===== config.mk =====
export PLATFORM = sky130hd
export DESIGN_NAME = spi_req_arbiter
export DESIGN_NICKNAME = d
export VERILOG_FILES = /design/src/rtl/spi_req_arbiter.sv
export SDC_FILE = /design/constraint.sdc
export NUM_CORES = 1
export LEC_CHECK = 0
export CAP_MARGIN = 30
export CORE_MARGIN = 1.5
export CORE_UTILIZATION = 40
export DETAILED_ROUTE_END_ITERATION = 10
export GPL_ROUTABILITY_DRIVEN = 0
export PLACE_DENSITY = 0.82
export SYNTH_ARGS = -nofsm -noshare
export SYNTH_HDL_FRONTEND = slang
export SYNTH_SLANG_ARGS = --single-unit

===== constraint.sdc =====
create_clock -name clk -period 4.29 [get_ports clk]
set_input_delay 0.858 -clock clk [delete_from_list [all_inputs] [get_ports clk]]
set_output_delay 0.858 -clock clk [all_outputs]
set_load 0.01 [all_outputs]

===== src/rtl/spi_req_arbiter.sv =====
`default_nettype none
// ============================================================================
//  Module      : spi_req_arbiter
//  Description : Two-port round-robin arbiter in front of the display SPI
//                master. Each grant carries one DATA_W word through a
//                start/done handshake. The arbiter aborts a transaction that
//                gets no spi_done within TIMEOUT cycles, and it always
//                inserts a GAP_CYC idle gap between transactions.
//  Revision    : 1.0 - initial release
// ============================================================================
module spi_req_arbiter #(
    parameter int DATA_W  = 16,
    parameter int TIMEOUT = 64,
    parameter int GAP_CYC = 2
) (
    input  logic              clk,
    input  logic              rst,
    input  logic              req0,
    input  logic [DATA_W-1:0] data0,
    output logic              ack0,
    input  logic              req1,
    input  logic [DATA_W-1:0] data1,
    output logic              ack1,
    output logic              spi_start,
    output logic [DATA_W-1:0] spi_data,
    output logic              spi_sel,
    input  logic              spi_busy,
    input  logic              spi_done,
    output logic [1:0]        owner,
    output logic              timeout_err
);

    // Counter widths: the wait counter only has to reach TIMEOUT-1, and the
    // gap counter only has to reach GAP_CYC-1. Neither counter wraps.
    localparam int WCNT_W = (TIMEOUT > 1) ? $clog2(TIMEOUT) : 1;
    localparam int GCNT_W = $clog2(GAP_CYC + 1);

    localparam logic [WCNT_W-1:0] WAIT_LAST = WCNT_W'(TIMEOUT - 1);
    localparam logic [GCNT_W-1:0] GAP_LAST  = GCNT_W'(GAP_CYC - 1);

    typedef enum logic [1:0] {
        ST_IDLE  = 2'd0,
        ST_ISSUE = 2'd1,
        ST_WAIT  = 2'd2,
        ST_GAP   = 2'd3
    } state_t;

    state_t              state;
    state_t              state_next;
    logic                rr_ptr;
    logic                rr_ptr_next;
    logic [WCNT_W-1:0]   wait_cnt;
    logic [WCNT_W-1:0]   wait_cnt_next;
    logic [GCNT_W-1:0]   gap_cnt;
    logic [GCNT_W-1:0]   gap_cnt_next;
    logic [DATA_W-1:0]   spi_data_next;
    logic                spi_sel_next;
    logic [1:0]          owner_next;
    logic                ack0_next;
    logic                ack1_next;
    logic                timeout_err_next;
    logic                grant;

    // State and datapath registers; reset drops any transaction without an ack or an error.
    always_ff @(posedge clk) begin
        if (rst) begin
            state       <= ST_IDLE;
            rr_ptr      <= 1'b0;
            wait_cnt    <= '0;
            gap_cnt     <= '0;
            spi_data    <= '0;
            spi_sel     <= 1'b0;
            owner       <= 2'b00;
            ack0        <= 1'b0;
            ack1        <= 1'b0;
            timeout_err <= 1'b0;
        end else begin
            state       <= state_next;
            rr_ptr      <= rr_ptr_next;
            wait_cnt    <= wait_cnt_next;
            gap_cnt     <= gap_cnt_next;
            spi_data    <= spi_data_next;
            spi_sel     <= spi_sel_next;
            owner       <= owner_next;
            ack0        <= ack0_next;
            ack1        <= ack1_next;
            timeout_err <= timeout_err_next;
        end
    end

    // Next-state logic, arbitration, and the combinational start strobe.
    always_comb begin
        state_next       = state;
        rr_ptr_next      = rr_ptr;
        wait_cnt_next    = wait_cnt;
        gap_cnt_next     = gap_cnt;
        spi_data_next    = spi_data;
        spi_sel_next     = spi_sel;
        owner_next       = owner;
        ack0_next        = 1'b0;
        ack1_next        = 1'b0;
        timeout_err_next = 1'b0;
        spi_start        = 1'b0;
        grant            = 1'b0;

        case (state)
            ST_IDLE: begin
                // A lone requester wins outright. The pointer only breaks a
                // tie between the two ports.
                if (req0 || req1) begin
                    grant         = (req0 && req1) ? rr_ptr : req1;
                    spi_sel_next  = grant;
                    spi_data_next = grant ? data1 : data0;
                    owner_next    = grant ? 2'b10 : 2'b01;
                    state_next    = ST_ISSUE;
                end
            end

            ST_ISSUE: begin
                // Hold the strobe off while the engine is still busy. The
                // strobe lasts exactly one cycle because the FSM leaves this
                // state in the same cycle.
                if (!spi_busy) begin
                    spi_start     = 1'b1;
                    wait_cnt_next = '0;
                    state_next    = ST_WAIT;
                end
            end

            ST_WAIT: begin
                // If spi_done arrives on the terminal-count cycle, the done
                // path wins and the transaction completes normally.
                if (spi_done) begin
                    ack0_next    = ~spi_sel;
                    ack1_next    = spi_sel;
                    rr_ptr_next  = ~spi_sel;
                    owner_next   = 2'b00;
                    gap_cnt_next = '0;
                    state_next   = ST_GAP;
                end else if (wait_cnt == WAIT_LAST) begin
                    timeout_err_next = 1'b1;
                    rr_ptr_next      = ~spi_sel;
                    owner_next       = 2'b00;
                    gap_cnt_next     = '0;
                    state_next       = ST_GAP;
                end else begin
                    wait_cnt_next = wait_cnt + 1'b1;
                end
            end

            ST_GAP: begin
                // Requests are ignored here. This gap gives the slave-select
                // deassert time.
                if (gap_cnt == GAP_LAST) begin
                    state_next = ST_IDLE;
                end else begin
                    gap_cnt_next = gap_cnt + 1'b1;
                end
            end

            default: begin
                state_next = ST_IDLE;
            end
        endcase
    end

endmodule
`default_nettype wire


* Word level (Yosys, flattened, before mapping) *
Cells that the tools add are included.

storage, ports and cells
  bits of input ports = 38
  output and inout bits = 23
  word-level logic and storage cells = 66
  register bits after elaboration = 33

cells by class
  bitwise logic cells = 3
  $add $sub $neg = 2
  equality and inequality tests = 12
  muxes and demuxes = 24
  reduce and logical (&&, ||, !) cells = 15

operator list
  cell                                                                   number
  2-bit two-way mux                                                      10
  6-bit two-way mux                                                      3
  16-bit two-way mux                                                     1
  2-bit != test, second input constant                                   6
  6-bit one-hot mux with 2 select lines                                  1
  2-bit one-hot mux with 2 select lines                                  2
  2-bit one-hot mux with 4 select lines                                  1
  4-bit AND reduction                                                    2
  2-bit nonzero test                                                     4
  6-bit by 1-bit adder with 6-bit output, second input constant          1
  6-bit equality test, second input constant                             1
  1-bit two-way mux                                                      6
  3-bit AND reduction                                                    2
  3-bit OR reduction                                                     2
  2-bit by 1-bit equality test with 1-bit output, second input constant  2
  2-bit equality test, second input constant                             2
  2-bit AND reduction                                                    2
  3-bit != test, second input constant                                   1
  1-bit NOT                                                              3
  2-bit by 1-bit adder with 2-bit output, second input constant          1
  2-bit zero test                                                        1
  1-bit logical AND                                                      1
  1-bit logical OR                                                       1

* Depth between registers and ports, before layout *
Gate-level depths: netlist of the first run.

  depth after elaboration = 5
  depth in mapped cells = 7
  mapped depth without buffers = 6

* Worst setup path after synthesis of the first run *
No wires, ideal clock.

  path kind = in2out
  from = input port spi_busy
  to = output port spi_start
  setup slack = 2.372 ns
  path buffers = 0
  arrival = 1.060 ns
  stages on the path = 1
  required time = 3.432 ns
  cell sequence = nor2b_1

between the ends
  word-level cells in the longest chain between the ends = 2

RTL lines
  item                RTL line  source
  start: declaration  27        input logic spi_busy,
  1-bit two-way mux   123       if (!spi_busy) begin
  1-bit two-way mux   106       case (state)
  end: declaration    24        output logic spi_start,

Every way passes these cells.

* Worst setup path in the final report of the first run *
Same ends and word-level chain as after synthesis.

==> summary.md, run 1 <==
| Metric | Value |
|---|---|
| Worst-Skew Late Latency | 0.28 ns |
| Distinct cells, synth | 35 |
| DR iter-0 viols | 51 |
| Cell with the most instances after synthesis | dfxtp_1 |
| Slowest cell on crit path | clkdlybuf4s50_1 |
| Ys flop type | dfxtp_1 |
| Largest net degree at the start of global routing | 34 |
| Final min period | 2.88 ns |
| Final Skew | 0.00559 ns |
| Final setup viols | 0 |
| Hold Path Class | register to register |
| Post-Syn Instances | 180 |
| Post-CTS sizing | 0 |
| Routed len/inst | 13.5 um |
| Final period util | 0.672 |
| PortBufs | 60 |
| CP dominant cell by count | clkdlybuf4s50_1 |
| Startpoint types | primary input |
| I/O Pins | 61 |
| WP data required | 3.43 ns |
| Mapped cell area | 1630 um2 |
| Post-synthesis sequential area ratio | 0.406 |
| Unrepaired setup endpoints after global routing | false |
| Clock sinks | 33 |
| Worst vdd ir | 306 uV |
| Top cells by instance count after synthesis | dfxtp_1, nor2_1, a211oi_1, mux2i_1, o21ai_0 |
| Initial antenna violation count | 0 |
| Syn nets | 225 |
| Worst-path clk slew | 0.07 ns |
| Setup TNS | 0 ns |
| CTS Hold Bufs | 0 |
| CP Capture Type | primary output |
| Status | finished clean |
| Top cell type's share of synthesized area | 0.406 |
| CP Max Fanout | 3 |
| Vias in the first global route | 1,390 |
| Crit path DAT | 2.02 ns |
| Setup bufs post-CTS | 0 |
| All-Layer GR Usage | 0.185 |
| Inserted Diodes | 0 |
| Crit path cell chain | clkdlybuf4s50_1, nor2b_1, clkdlybuf4s50_1 |
| Clock buffer count from CTS | 5 |
| Syn Area/Cell | 9.04 um2 |
| Die area | 4460 um2 |
| H-tree Lvls | 2 |
| Initial core utilization | 0.413 |
| Residual DRC | 0 |
| Crit path largest cell delay | 0.55 ns |
| Rel. slew slack | 0.314 |
| Synth warn | 0 |
| DR vias | 1,542 |
| Share of flip-flops with an asynchronous set or reset | 0 |
| Syn-to-layout area delta | 46.4% |
| Nets | 285 |
| Placed cell area | 2270 um2 |
| Drt pass-1 iters | 4 |
| Final Hold Vio Count | 0 |
| CTS Buffer Depth | 2 |
| Share of layout cells above drive strength 1 | 0.0664 |
| EDFF count, synth | 0 |
| Worst Max-Slew Pin Slew | 1.03 ns |
| Dominant cells by area after synthesis | dfxtp_1, mux2i_1, a211oi_1 |
| Detailed Place HPWL | 2.88 mm |
| Design Area, Final | 2380 um2 |
| Die X-Extent | 66.8 um |
| Critical path type | primary input to primary output |
| Crit path max-delay family | buffers and inverters |
| Root Buffer | clkbuf_8 |
| Post-route ant nets | 0 |
| Synth area leader | dfxtp_1 |
| Static leakage | 0.948 nW |
| Vias per inst | 5.30 |
| Hold slack final | 0.482 ns |
| First-pass GRT wire length | 6.30 mm |
| Register bit total from synthesis | 33 |
| Core ar. | 3940 um2 |
| Final Max Tran Viols | 0 |
| CTS tree | yes |
| GRT overflow | 0 |
| Cell Pwr Density | 500 nW/um2 |
| Std cell rows | 23 |
| Die H | 66.8 um |
| Buf+Inv Stages, Crit Path | 2 |
| Fmax | 347 MHz |
| Maximum capacitance violations | 0 |
| Routed WL | 3.94 mm |
stage by stage:
stage | utilization | total power, mW | instances | worst slack (ns)
finish | 0.605 | 1.19 | 291 | 1.41
global route | 0.605 | 1.26 | 291 | 1.32
CTS | 0.605 | 1.20 | 291 | 1.40
detailed placement | 0.575 | 0.894 | 283 | 1.41
global placement | 0.575 | 0.881 | 283 | 1.42
floorplan | - | 0.692 | 180 | 2.37
area by class of cell:
| class | count | area (um2) |
|---|---|---|
| timing repair buffer | 62 | 616 |
| inverter | 7 | 26.3 |
| tap | 50 | 62.6 |
| sequential | 33 | 661 |
| multi-input combinational | 131 | 902 |
| fill | 354 | 1560 |
| clock buffer | 7 | 86.3 |
| clock inverter | 1 | 30.0 |
worst paths after layout:
| path | slack [ns] | cells after the start | to | start |
|---|---|---|---|---|
| worst max-delay path | 1.41 | 3 | spi_start | spi_busy |
| worst min-delay path | 0.48 | 2 | owner[0]$_SDFFE_PP0P_ | owner[0]$_SDFFE_PP0P_ |
| worst max register to register | 2.29 | 5 | spi_data[6]$_SDFFE_PP0P_ | state[0]$_SDFFE_PP0P_ |
| worst min register to register | 0.48 | 2 | owner[0]$_SDFFE_PP0P_ | owner[0]$_SDFFE_PP0P_ |
tightest hold or removal path, cell delays in order, from the launching register on:
cell	delay (ns)
dfxtp_1	0.31
o21ai_0	0.07
a21oi_1	0.06
placed cells by master (no fill, tap or decap), drive strengths merged:
cell	Yosys	final
nor3	4	4
nand2b	5	5
or2	1	1
nor2b	2	2
bufinv	0	1
o211ai	6	6
or4b	2	2
ha	7	7
a221oi	1	1
nand2	7	7
and2	2	2
nor2	19	19
nand3	4	4
a31oi	3	3
o21a	2	2
buf	5	2
clkbuf	4	7
a21oi	10	10
or3b	1	1
mux2i	16	16
nand4	1	1
o41ai	2	2
o21ai	12	12
and3	5	5
nor3b	1	1
o311a	1	1
dfxtp	33	33
clkdlybuf4s50	0	60
inv	7	7
a211oi	16	16
a2111oi	1	1
registers in the layout (all words and copies together), names as in the netlist:
signal	count
owner	2
timeout_err	1
spi_sel	1
ack1	1
ack0	1
gap_cnt	2
state	2
spi_data	16
wait_cnt	6
rr_ptr	1
power breakdown:
part	switching [mW]	leakage (nW)	internal (mW)
logic	0.241	0.619	0.233
clock network	0.114	0.0585	0.189
registers	0.0398	0.271	0.375
total	0.395	0.948	0.798
metal layers:
metal,global-route usage,part of all wire
met2,0.325,0.54
met5,0,0
met4,0.0714,0.020
met3,0.0456,0.035
met1,0.214,0.41
cells by family after synthesis:
family | after synthesis | share of synthesized area
compound gates | 54 | 0.228
buf+inv | 16 | 0.0423
mux | 16 | 0.0984
fa+ha+maj | 7 | 0.0538
simple gates | 54 | 0.171
flops | 33 | 0.406
(Power assumes the default switching activity.)
==> run 2, diff against run 1 <==
--- a/config.mk
+++ b/config.mk
@@ -7,10 +7,10 @@
 export LEC_CHECK = 0
 export CAP_MARGIN = 30
 export CORE_MARGIN = 1.5
-export CORE_UTILIZATION = 40
+export CORE_UTILIZATION = 39
 export DETAILED_ROUTE_END_ITERATION = 10
 export GPL_ROUTABILITY_DRIVEN = 0
-export PLACE_DENSITY = 0.82
+export PLACE_DENSITY = 0.83
 export SYNTH_ARGS = -nofsm -noshare
 export SYNTH_HDL_FRONTEND = slang
 export SYNTH_SLANG_ARGS = --single-unit
==> constraint.sdc (replaced) <==
create_clock -name clk -period 2.4 [get_ports clk]
set_input_delay 0.48 -clock clk [delete_from_list [all_inputs] [get_ports clk]]
set_output_delay 0.48 -clock clk [all_outputs]
set_load 0.01 [all_outputs]
==> run 2 against run 1 <==
Compared with the run above:
- worst setup slack worse by 1.2 ns
- critical path type is now register to primary output
- final area up 0.42%
- global-route usage down 0.58 points
- die area up 2.5%
- clock skew down 0.0028 ns
- hold slack better by 0.0031 ns
- clock-buffer cell count unchanged
- clock power up 36%
- critical path depth up 1
- largest cell class unchanged
==> summary.md, run 2 (synthesis gave the netlist of run 1 again) <==
| Metric | Value |
|---|---|
| Status | finished clean |
| CTS Hold Bufs | 0 (unchanged) |
| Clock share of power | 0.201 (-0.053) |
| Critical path type | register to primary output |
| H-tree Lvls | 2 (unchanged) |
| I/O Pins | 61 (unchanged) |
| Static leakage | 0.954 nW (+0.58%) |
| GRT overflow | 0 (unchanged) |
| Sw Share | 0.342 (+0.0111) |
| Vias per inst | 5.28 (-0.41%) |
| Startpoint types | register |
| Setup bufs post-CTS | 0 (unchanged) |
| Worst vdd ir | 492 uV (+61%) |
| CTS tree | yes |
| Rel. slew slack | 0.708 (+0.394) |
| Initial core utilization | 0.407 (-0.00594) |
| Flop pwr share | 0.362 (+0.014) |
| Worst Max-Slew Pin Slew | 0.438 ns (-0.591 ns) |
| WP data required | 1.92 ns (-1.51 ns) |
| Comb pwr share | 0.437 (+0.039) |
| DR vias | 1,541 (-0.065%) |
| Final Hold Vio Count | 0 (unchanged) |
| Post-CTS sizing | 0 (unchanged) |
| Maximum capacitance violations | 0 (unchanged) |
| Worst-path clk slew | 0.06 ns (about the same) |
| Final Power | 2.05 mW (+72%) |
| Clock sinks | 33 (unchanged) |
| P_int | 1.35 mW (+69%) |
| Final Skew | 0.00282 ns (-0.00277 ns) |
| Largest net degree at the start of global routing | 31 (-8.8%) |
| Top Registers | spi_data x16, wait_cnt x6 |
| Final min period | 2.20 ns |
| Die area | 4570 um2 (+2.5%) |
| Most frequent cells in the layout | clkdlybuf4s50_1, dfxtp_1, nor2_1 |
| Setup TNS | 0 ns (unchanged) |
| Max FFs per register | 16 (unchanged) |
| Pre-CTS worst setup slack | 0.275 ns (-1.13 ns) |
| Fin util | 0.598 (-0.00620) |
| Inserted Diodes | 0 (unchanged) |
| CP Capture Type | primary output |
| Final setup viols | 0 (unchanged) |
| Worst-Skew Late Latency | 0.28 ns (about the same) |
| Switching pwr | 0.701 mW (+78%) |
| PortBufs | 60 (unchanged) |
| Clock buffer count from CTS | 5 (unchanged) |
| Hold Path Class | register to register |
| Routed len/inst | 13.6 um (+0.54%) |
| Vias in the first global route | 1,354 (-2.6%) |
| DR iter-0 viols | 40 (-22%) |
| Std cell rows | 23 (unchanged) |
| Residual DRC | 0 (unchanged) |
| Crit path DAT | 1.72 ns (-0.30 ns) |
| Post-route ant nets | 0 (unchanged) |
| Initial antenna violation count | 0 (unchanged) |
| All-Layer GR Usage | 0.179 (-0.00582) |
| Core ar. | 4000 um2 (+1.5%) |
| Final Max Tran Viols | 0 (unchanged) |
| Detailed Place HPWL | 2.90 mm (+0.77%) |
| Fmax | 454 MHz |
| Crit path setup slack, layout | 0.195 ns (-1.21 ns) |
| Nets | 287 (+0.70%) |
| Commonest non-fill, non-tap cell in the layout | clkdlybuf4s50_1 |
| Reg with most FFs | spi_data |
| CTS Buffer Depth | 2 (unchanged) |
| Unrepaired setup endpoints after global routing | false |
| Cell Pwr Density | 856 nW/um2 (+71%) |
| Die X-Extent | 67.6 um (+1.2%) |
| First-pass GRT wire length | 6.17 mm (-2.1%) |
| Share of layout cells above drive strength 1 | 0.0702 (+0.00386) |
| Die H | 67.6 um (+1.2%) |
| Final period util | 0.919 |
| Syn-to-layout area delta | 47.0% |
| Root Buffer | clkbuf_8 |
| CP Max Fanout | 4 (+1) |
| Drt pass-1 iters | 4 (unchanged) |
| Routed WL | 3.97 mm (+0.89%) |
==> run 2: cell count changes in the layout (fill, tap and decap cells not counted), sizes merged <==
cell | before | now
buf | 2 | 4
bufinv | 1 | 0
==> run 2: critical path, cell delays in order, from the launching register on <==
cell	delay, ns
dfxtp_1	0.34
inv_1	0.12
ha_1	0.24
nor2b_1	0.19
clkdlybuf4s50_1	0.56
==> run 2: worst paths after layout <==
check | from | to | slack, ns | cells past startpoint
worst max-delay path | state[1]$_SDFFE_PP0P_ | spi_start | 0.20 | 4
worst min-delay path | owner[1]$_SDFFE_PP0P_ | owner[1]$_SDFFE_PP0P_ | 0.48 | 2
worst max register to register | state[0]$_SDFFE_PP0P_ | gap_cnt[1]$_SDFFE_PP0P_ | 0.58 | 6
worst min register to register | owner[1]$_SDFFE_PP0P_ | owner[1]$_SDFFE_PP0P_ | 0.48 | 2
==> run 2: routing by layer <==
layer / track usage / up-vias / share of wire
li1: - / 783 / -
met1: 0.216 / 717 / 0.43
met3: 0.0533 / 6 / 0.040
met4: 0.0612 / 0 / 0.015
met2: 0.301 / 35 / 0.51
met5: 0 / - / 0
==> run 2: stage by stage <==
stage,cells,instance area [um2],hold WS [ns]
2_1_floorplan,180,1630,0.465
3_3_place_gp,285,2310,0.463
3_5_place_dp,285,2310,0.470
4_1_cts,292,2390,0.488
5_1_grt,292,2390,0.519
6_report,292,2390,0.485
==> run 2: cell type report <==
cell class | instances | area [um2]
Clock buffer | 7 | 86.3
Fill cell | 349 | 1610
Inverter | 7 | 26.3
Multi-Input combinational cell | 131 | 902
Sequential cell | 33 | 661
Tap cell | 50 | 62.6
Timing Repair Buffer | 64 | 656
==> run 2: power groups by stage <==
stage               Combinational [mW]  Clock, mW  Sequential (mW)
finish                           0.895      0.412            0.742
global route                     0.985      0.445            0.761
CTS                              0.899      0.421            0.744
detailed placement               0.885          0            0.754
global placement                 0.867          0            0.747
floorplan                        0.445          0            0.792
==> run 3, diff against run 2 <==
--- a/config.mk
+++ b/config.mk
@@ -8,8 +8,10 @@
 export CAP_MARGIN = 30
 export CORE_MARGIN = 1.5
 export CORE_UTILIZATION = 39
+export CTS_BUF_LIST = sky130_fd_sc_hd__clkbuf_16
 export DETAILED_ROUTE_END_ITERATION = 10
 export GPL_ROUTABILITY_DRIVEN = 0
+export HOLD_SLACK_MARGIN = 0.05
 export PLACE_DENSITY = 0.83
 export SYNTH_ARGS = -nofsm -noshare
 export SYNTH_HDL_FRONTEND = slang
==> run 3 against run 2 <==
Compared with the run above:
- final area grew 1.9%
- clock-buffer cell count fell by 2
- utilization is 1.2 points higher
- clock skew is 0.00066 ns lower
- critical path depth unchanged
- power increased by 8.1%
- via count increased by 1.3%
- largest cell class unchanged
- largest power group unchanged
==> summary.md, run 3 (synthesis gave the netlist of run 1 again) <==
| Metric | Value |
|---|---|
| Status | finished clean |
| Worst vdd ir | 491 uV (-0.30%) |
| Maximum capacitance violations | 0 (unchanged) |
| Final setup viols | 0 (unchanged) |
| Detailed Place HPWL | 2.90 mm (unchanged) |
| Unrepaired setup endpoints after global routing | false |
| Max FFs per register | 16 (unchanged) |
| Die X-Extent | 67.6 um (unchanged) |
| Vias per inst | 5.35 (+1.3%) |
| Buf+Inv Stages, Crit Path | 2 (unchanged) |
| Clock sinks | 33 (unchanged) |
| Clock buffer count from CTS | 5 (unchanged) |
| Hold slack final | 0.486 ns (+0.000863 ns) |
| Setup TNS | 0 ns (unchanged) |
| DR vias | 1,561 (+1.3%) |
| H-tree Lvls | 2 (unchanged) |
| Crit path cell chain | inv_1, ha_1, nor2b_1, clkdlybuf4s50_1 |
| Crit path max-delay family | buffers and inverters |
| Final Max Tran Viols | 0 (unchanged) |
| Worst-path clk slew | 0.05 ns (about the same) |
| Reg with most FFs | spi_data |
| Slowest cell on crit path | clkdlybuf4s50_1 |
| Core ar. | 4000 um2 (unchanged) |
| I/O Pins | 61 (unchanged) |
| Static leakage | 0.978 nW (+2.5%) |
| Drt pass-1 iters | 4 (unchanged) |
| Die area | 4570 um2 (unchanged) |
| First-pass GRT wire length | 6.38 mm (+3.4%) |
| Crit path DAT | 1.69 ns (-0.03 ns) |
| Die H | 67.6 um (unchanged) |
| Std cell rows | 23 (unchanged) |
| Critical path type | register to primary output |
| Pre-CTS worst setup slack | 0.275 ns (unchanged) |
| Root Buffer | clkbuf_16 |
| Hold Path Class | register to register |
| Worst-Skew Late Latency | 0.27 ns (about the same) |
| Nets | 287 (unchanged) |
| Routed WL | 4.05 mm (+2.0%) |
| Top Registers | spi_data x16, wait_cnt x6 |
| Final min period | 2.17 ns (-0.0360 ns) |
| GRT overflow | 0 (unchanged) |
| All-Layer GR Usage | 0.185 (+0.00621) |
| Cell Pwr Density | 908 nW/um2 (+6.0%) |
| Residual DRC | 0 (unchanged) |
| CTS Hold Bufs | 0 (unchanged) |
| Vias in the first global route | 1,379 (+1.8%) |
| Inserted Diodes | 0 (unchanged) |
| Worst Max-Slew Pin Slew | 0.408 ns (-0.0302 ns) |
| Final period util | 0.904 (-0.0150) |
| Fin util | 0.610 (+0.0116) |
| Routed len/inst | 13.9 um (+2.0%) |
| Initial antenna violation count | 0 (unchanged) |
| Crit path largest cell delay | 0.56 ns (about the same) |
| Fmax | 461 MHz (+1.7%) |
| Commonest non-fill, non-tap cell in the layout | clkdlybuf4s50_1 |
| Syn-to-layout area delta | 49.9% |
| Largest net degree at the start of global routing | 31 (unchanged) |
| Startpoint types | register |
| Initial core utilization | 0.407 (unchanged) |
| Final Hold Vio Count | 0 (unchanged) |
| Setup bufs post-CTS | 0 (unchanged) |
| Most frequent cells in the layout | clkdlybuf4s50_1, dfxtp_1, nor2_1 |
| CTS Buffer Depth | 2 (unchanged) |
| WP data required | 1.92 ns (about the same) |
| Share of layout cells above drive strength 1 | 0.0661 (-0.00413) |
| Post-route ant nets | 0 (unchanged) |
| Final Power | 2.22 mW (+8.1%) |
| CP Max Fanout | 4 (unchanged) |
| Final Skew | 0.00216 ns (-0.000658 ns) |
| CP Capture Type | primary output |
| CTS tree | yes |
| PortBufs | 60 (unchanged) |
| DR iter-0 viols | 38 (-5.0%) |
| Rel. slew slack | 0.728 (+0.0202) |
| Post-CTS sizing | 0 (unchanged) |
| Crit path setup slack, layout | 0.231 ns (+0.0360 ns) |
-- run 3: cell count changes in the layout (fill, tap and decap cells not counted), sizes merged --
cell,delta
clkbuf,-2
clkinv,+1
inv,+1
-- run 3: tightest hold or removal path, cell delays in order, from the launching register on --
cell and delay (ns):
dfxtp_1 0.31, o21ai_0 0.07, a21oi_1 0.06
-- run 3: through the flow --
step,cells,cell area (um2)
finish,292,2440
detailed placement,285,2310
CTS,292,2440
floorplan,180,1630
global route,292,2440
global placement,285,2310
-- run 3: worst paths after layout --
kind | from | end | slack [ns] | cells past startpoint
worst min register to register | owner[1]$_SDFFE_PP0P_ | owner[1]$_SDFFE_PP0P_ | 0.49 | 2
worst max register to register | state[0]$_SDFFE_PP0P_ | gap_cnt[1]$_SDFFE_PP0P_ | 0.58 | 6
worst min-delay path | owner[1]$_SDFFE_PP0P_ | owner[1]$_SDFFE_PP0P_ | 0.49 | 2
worst max-delay path | state[1]$_SDFFE_PP0P_ | spi_start | 0.23 | 4
-- run 3: layer usage --
metal | GRT usage | vias to the layer above | wire (um)
met1 | 0.230 | 733 | 1750
met3 | 0.0433 | 6 | 141
met5 | 0 | - | 0
met4 | 0.0816 | 0 | 59
li1 | - | 788 | -
met2 | 0.304 | 34 | 2100
-- run 3: report_power, final --
part,switching (mW),internal [mW],total [mW]
Sequential,0.0711,0.673,0.744
Combinational,0.450,0.451,0.901
Clock,0.202,0.369,0.571
-- run 3: final cells by class --
cell class                      instances  area, um2
Fill cell                             345       1560
Inverter                                7       26.3
Tap cell                               50       62.6
Timing Repair Buffer                   64        656
Clock inverter                          2       7.51
Multi-Input combinational cell        131        902
Clock buffer                            5        125
Sequential cell                        33        661
